File: config.mk
export PLATFORM = sky130hd
export DESIGN_NAME = ghr_spec_dual
export DESIGN_NICKNAME = d
export VERILOG_FILES = /design/src/rtl/ghr_spec_dual.sv
export SDC_FILE = /design/constraint.sdc
export NUM_CORES = 1
export LEC_CHECK = 0
export CAP_MARGIN = 40
export CORE_MARGIN = 8
export CORE_UTILIZATION = 25
export CTS_BUF_LIST = sky130_fd_sc_hd__clkbuf_4
export DETAILED_ROUTE_END_ITERATION = 12
export GPL_ROUTABILITY_DRIVEN = 0
export GPL_TIMING_DRIVEN = 0
export HOLD_SLACK_MARGIN = 0.05
export PLACE_DENSITY = 0.42
export SETUP_SLACK_MARGIN = 0.15
export SYNTH_ARGS = -nofsm -noshare
export SYNTH_HDL_FRONTEND = slang
export SYNTH_SLANG_ARGS = --single-unit
File: constraint.sdc
create_clock -name clock -period 3.9 [get_ports clock]
set_input_delay 0.975 -clock clock [delete_from_list [all_inputs] [get_ports clock]]
set_output_delay 0.975 -clock clock [all_outputs]
set_load 0.05 [all_outputs]
File: src/rtl/ghr_spec_dual.sv
// ghr_spec_dual: dual-slot speculative global history register.
// Up to two predicted branches per cycle shift into ghr_spec. Each branch's
// pre-shift history is saved in a circular checkpoint buffer. ghr_arch tracks
// resolved outcomes in order. A mispredict repairs ghr_spec in one cycle from
// the head checkpoint.
module ghr_spec_dual #(
  parameter int HIST_W = 6,
  parameter int DEPTH  = 8,
  parameter int TAG_W  = $clog2(DEPTH)
) (
  input  logic              clock,
  input  logic              reset,
  input  logic [1:0]        fetch_br,
  input  logic [1:0]        fetch_pred,
  output logic              fetch_ready,
  output logic [TAG_W-1:0]  fetch_tag0,
  output logic [TAG_W-1:0]  fetch_tag1,
  input  logic              resolve_valid,
  input  logic              resolve_taken,
  input  logic              resolve_mispred,
  output logic [HIST_W-1:0] ghr_spec,
  output logic [HIST_W-1:0] ghr_arch,
  output logic [TAG_W:0]    ckpt_count,
  output logic              err
);

  localparam int CNT_W = TAG_W + 1;

  logic [HIST_W-1:0] ckpt [DEPTH];
  logic [TAG_W-1:0]  head;
  logic [TAG_W-1:0]  tail;

  logic              resolve_ok;
  logic              mispred;
  logic              push_ok;
  logic [1:0]        push_n;
  logic [HIST_W-1:0] hist_mid;
  logic [HIST_W-1:0] hist_new;
  logic [CNT_W-1:0]  count_next;
  logic              err_set;

  // Ready is judged on registered occupancy only; same-cycle resolves do not help.
  assign fetch_ready = (ckpt_count <= CNT_W'(DEPTH - 2));
  assign fetch_tag0  = tail;
  assign fetch_tag1  = fetch_br[0] ? tail + TAG_W'(1) : tail;

  // Decode this cycle's actions and the history after each slot's shift.
  always_comb begin
    // NOTE: every always_comb output gets a default first so no path can infer a latch.
    hist_mid   = ghr_spec;
    hist_new   = ghr_spec;
    push_n     = {1'b0, fetch_br[0]} + {1'b0, fetch_br[1]};
    resolve_ok = resolve_valid && (ckpt_count != '0);
    mispred    = resolve_ok && resolve_mispred;
    push_ok    = (fetch_br != 2'b00) && fetch_ready && !mispred;
    err_set    = (resolve_valid && (ckpt_count == '0)) ||
                 ((fetch_br != 2'b00) && !fetch_ready && !mispred);
    if (fetch_br[0]) hist_mid = {ghr_spec[HIST_W-2:0], fetch_pred[0]};
    hist_new = hist_mid;
    if (fetch_br[1]) hist_new = {hist_mid[HIST_W-2:0], fetch_pred[1]};
    count_next = ckpt_count + (push_ok ? CNT_W'(push_n) : CNT_W'(0))
                            - CNT_W'(resolve_ok);
  end

  // Checkpoint storage: slot 0 saves the pre-shift history, slot 1 the mid history.
  always_ff @(posedge clock) begin
    // NOTE: the checkpoint array has no reset; entries are only read after being written.
    if (push_ok && fetch_br[0]) ckpt[fetch_tag0] <= ghr_spec;
    if (push_ok && fetch_br[1]) ckpt[fetch_tag1] <= hist_mid;
  end

  // Pointers, histories, occupancy and the sticky error flag.
  always_ff @(posedge clock) begin
    // NOTE: sequential state uses non-blocking assignments so every register samples pre-edge values.
    if (reset) begin
      ghr_spec   <= '0;
      ghr_arch   <= '0;
      head       <= '0;
      tail       <= '0;
      ckpt_count <= '0;
      err        <= 1'b0;
    end else begin
      if (mispred) begin
        // Repair from the head checkpoint; the head read is the old entry.
        ghr_spec <= {ckpt[head][HIST_W-2:0], resolve_taken};
        tail     <= head + TAG_W'(1);
      end else if (push_ok) begin
        ghr_spec <= hist_new;
        tail     <= tail + TAG_W'(push_n);
      end
      if (resolve_ok) begin
        ghr_arch <= {ghr_arch[HIST_W-2:0], resolve_taken};
        head     <= head + TAG_W'(1);
      end
      ckpt_count <= mispred ? '0 : count_next;
      if (err_set) err <= 1'b1;
    end
  end

endmodule
==> results.md <==
- Most common cell after layout, fill and taps aside: edfxtp_1
- Yosys warnings: 0
- Vias per std cell: 4.84
- Clock slew at reported path FFs: around 0.10 ns
- Synth Area in Compound Gates: 14.1%
- Lkg Pwr: around 1.6 nW
- Slew @ Worst Pin: 0.787 ns
- Maximum vdd drop: 0.193 mV
- Tot GR Track Use: 11.9%
- Die height: 140 um
- EDFF count, synth: 40
- DP HPWL: 7.81 mm
- Mapped Cells: 319
- Crit-path max cell delay: 0.61 ns
- Setup ws final: 0.242 ns
- Total CTS buffers: 9
- Clock buffer depth: 2
- Total gr overflow: 0
- Delay-heaviest family, CP: compound AO/OA/AOI/OAI gates
- Fin crit share: 93.8%
- Worst path bufs/invs: 5
- Syn_nets: 343
- Routed Antenna Nets: 0
- Ys flop type: edfxtp_1
- Post-synthesis adder-cell area fraction: 5.29%
- CTS tree: yes
- Final wirelength: 11.2 mm
- Final net count: 393
- Most frequent CP cell: buf_4
- Fmax achieved: 273 MHz
- Post-Place Setup Slack: -0.941 ns
- Avg Cell Area, Syn: 12.0 um^2
- Global-route wire length before repair: ~17 mm
- CTS Sinks: 66
- Most frequent cells in the layout: 40 x edfxtp_1, 30 x clkdlybuf4s50_1, 28 x mux2_2, 26 x dfxtp_1, 22 x nand2_1
- Share of layout cells above drive strength 1: 25.4%
- Worst Setup End Kind: flip-flop
- Status: finished clean
- Filler Cell Count: 1596
- Xor-xnor portion of the synthesized cell area: 2.06%
- Worst Skew: between 0.01 and 0.015 ns
- Share of cell area taken by muxes after synthesis: ~20%
- Yosys reg bits: 66
- Die Wd: 140 um
- Pin count of the biggest net entering global routing: 12
- Max Cap Violations: 0
- Fraction of registers with async set/reset: 0%
- Clock Latency Late Sink: 0.42 ns
- Area contributors post-synth: edfxtp_1 31%, dfxtp_1 14%, mux2_2 8.2%, mux4_2 5.9%, mux2_1 5.3%
- Main combinational cell family by area after synthesis: multiplexers
- Die ar.: 0.0196 mm^2
- Synth top area share: 31.3%
- Worst Setup Start Kind: input port
- Critical Path RT: 4.00 ns
- Top cell type by total area after synthesis: edfxtp_1
- Mapped Area: 0.00383 mm^2
- H-Tree Depth: 3
- RSZ-0062 raised after global routing: no
- Max-slew violation count: 0
- Sequential area share after synthesis: 44.9%
- Root Driver: clkbuf_4
- Core area: roughly 0.015 mm^2
- Crit-path cells: clkdlybuf4s50_1 -> buf_6 -> clkinv_4 -> ha_2 -> nor4bb_1 -> buf_4 -> buf_4 -> o22ai_4 -> a211oi_4 -> a31o_2
- # setup viols final: 0
- Reg area: 0.00172 mm^2
- Initial Util: 25.4%
- Drt drc: 0
- Worst hold path type: flip-flop to flip-flop
- Post-layout minimum cycle time: 3.66 ns
- Setup TNS: 0 ns
- Crit path kind: input port to flip-flop
- # port buffers: 32
- Simple-gate area share of the yosys netlist: approximately a tenth
- Distinct cells, synth: between 50 and 60
- Io pins: 33
- Rows: 45
- Crit path max-delay cell type: a211oi_4
- Vias in the first global route: 2769
- Power Dens Cells: between 600 and 700 mW/mm^2
- Multi-input logic area: about 0.002 mm^2
- CTS hold repair buffers: 0
- Wire per inst: approximately 20 um
- Final Hold Fails: 0
- TritonRoute pass-1 iters: 4
- Critical Path Fanout Max: 9
- Vias: 2726
- Iter 0 DRT Violations: 190
- Worst slew margin: ~47%
- Initial antenna violation count: 1
- Synthesis-to-finish area growth: 20.1%
- WP data arrival: 3.76 ns
[layout make-up]
class / count / share of cell area (%)
antenna: 1 / 0.0543
buffer: 20 / 2.34
clock buffer: 12 / 1.96
clock inverter: 4 / 0.462
inverter: 16 / 1.41
multi-input combinational: 217 / 43.2
sequential: 66 / 37.4
tap: 188 / 5.11
timing repair buffer: 39 / 8.04
[registers in the layout, indices dropped and copies added (netlist names), named ones only]
name,flops
ckpt,40
ckpt_count,4
err,1
fetch_tag0,3
ghr_arch,6
ghr_spec,5
head,3
[metrics by stage]
stage / hold WS, ns / instances / instance area (um^2) / utilization, % / power (W)
after global placement: 0.450 / 539 / 4390 / 29.1 / 0.00257
after CTS: 0.474 / 561 / 4570 / 30.3 / 0.00301
final: 0.465 / 563 / 4610 / 30.5 / 0.00299
after detailed placement: 0.458 / 539 / 4390 / 29.1 / 0.00258
after global routing: 0.492 / 563 / 4610 / 30.5 / 0.00319
after floorplan: 0.454 / 319 / 3830 / - / 0.00212
[power breakdown]
group	switching, W	leakage [nW]	internal, W	total [W]
sequential	0.0000933	0.584	0.000911	0.00100
combinational	0.000981	0.996	0.000603	0.00158
clock	0.000256	0.0674	0.000149	0.000405
[metal layers]
metal,global-route usage (%),vias up,part of all wire [%]
met2,18.2,63,47
met4,4.23,0,1.0
met5,0,-,0
met1,16.1,1372,47
met3,2.67,6,4.6
li1,-,1285,-
[worst reg2reg max path, stage by stage (launching register included)]
cell     delay [ns]
dfxtp_1        0.44
inv_1          0.10
ha_1           0.21
nor3b_2        0.19
nor2_1         0.64
nor2_2         0.13
nand2_1        0.12
ha_1           0.22
inv_1          0.06
ha_1           0.18
inv_1          0.06
fa_1           0.38
xor2_1         0.15
nor3_1         0.05
[cells in the mapped netlist (2+ instances only)]
master     instances
a211oi_4           9
a311oi_1           2
fa_1               2
and2_1             2
o21bai_1           4
dfxtp_1           26
inv_1             15
mux2_1            18
edfxtp_1          40
mux2i_1            2
a211oi_1           7
nor2_1            14
buf_2              6
o22ai_1            2
mux2_2            28
o21ai_0            5
nand2_1           22
nand4_1            2
mux4_2            10
a31oi_1            3
or2_2              2
a2bb2oi_1          2
clkbuf_1          10
nand3_1           11
a21oi_1           11
xnor2_1            3
a31o_2             3
buf_4              2
nor2b_1            7
xor2_1             6
a21o_1             4
nor3_1             5
or3_1              3
ha_1              13
[repair_timing]
item                       4_1_cts  5_1_grt
setup endpoints to repair       86       41
resized for setup               11        7
pin swaps                        3        1
setup buffers                    6        1
[path summary, 6_finish.rpt]
check / startpoint / to / slack (ns) / depth (start not counted)
worst max-delay path: fetch_br[1] / ckpt[2][1] / 0.24 / 10
worst min-delay path: ghr_arch[5] / ghr_arch[5] / 0.46 / 2
worst max register to register: ckpt_count[3] / ckpt_count[2] / 0.85 / 13
worst min register to register: ghr_arch[5] / ghr_arch[5] / 0.46 / 2
[cell families after synthesis]
logic type,after synthesis
AOI/OAI and AO/OA,60
and+or+nand+nor,75
xor gates and xnor gates,9
DFF,66
muxes,58
buffers and inverters,36
adders and majority gates,15
(Power assumes the default switching activity.)
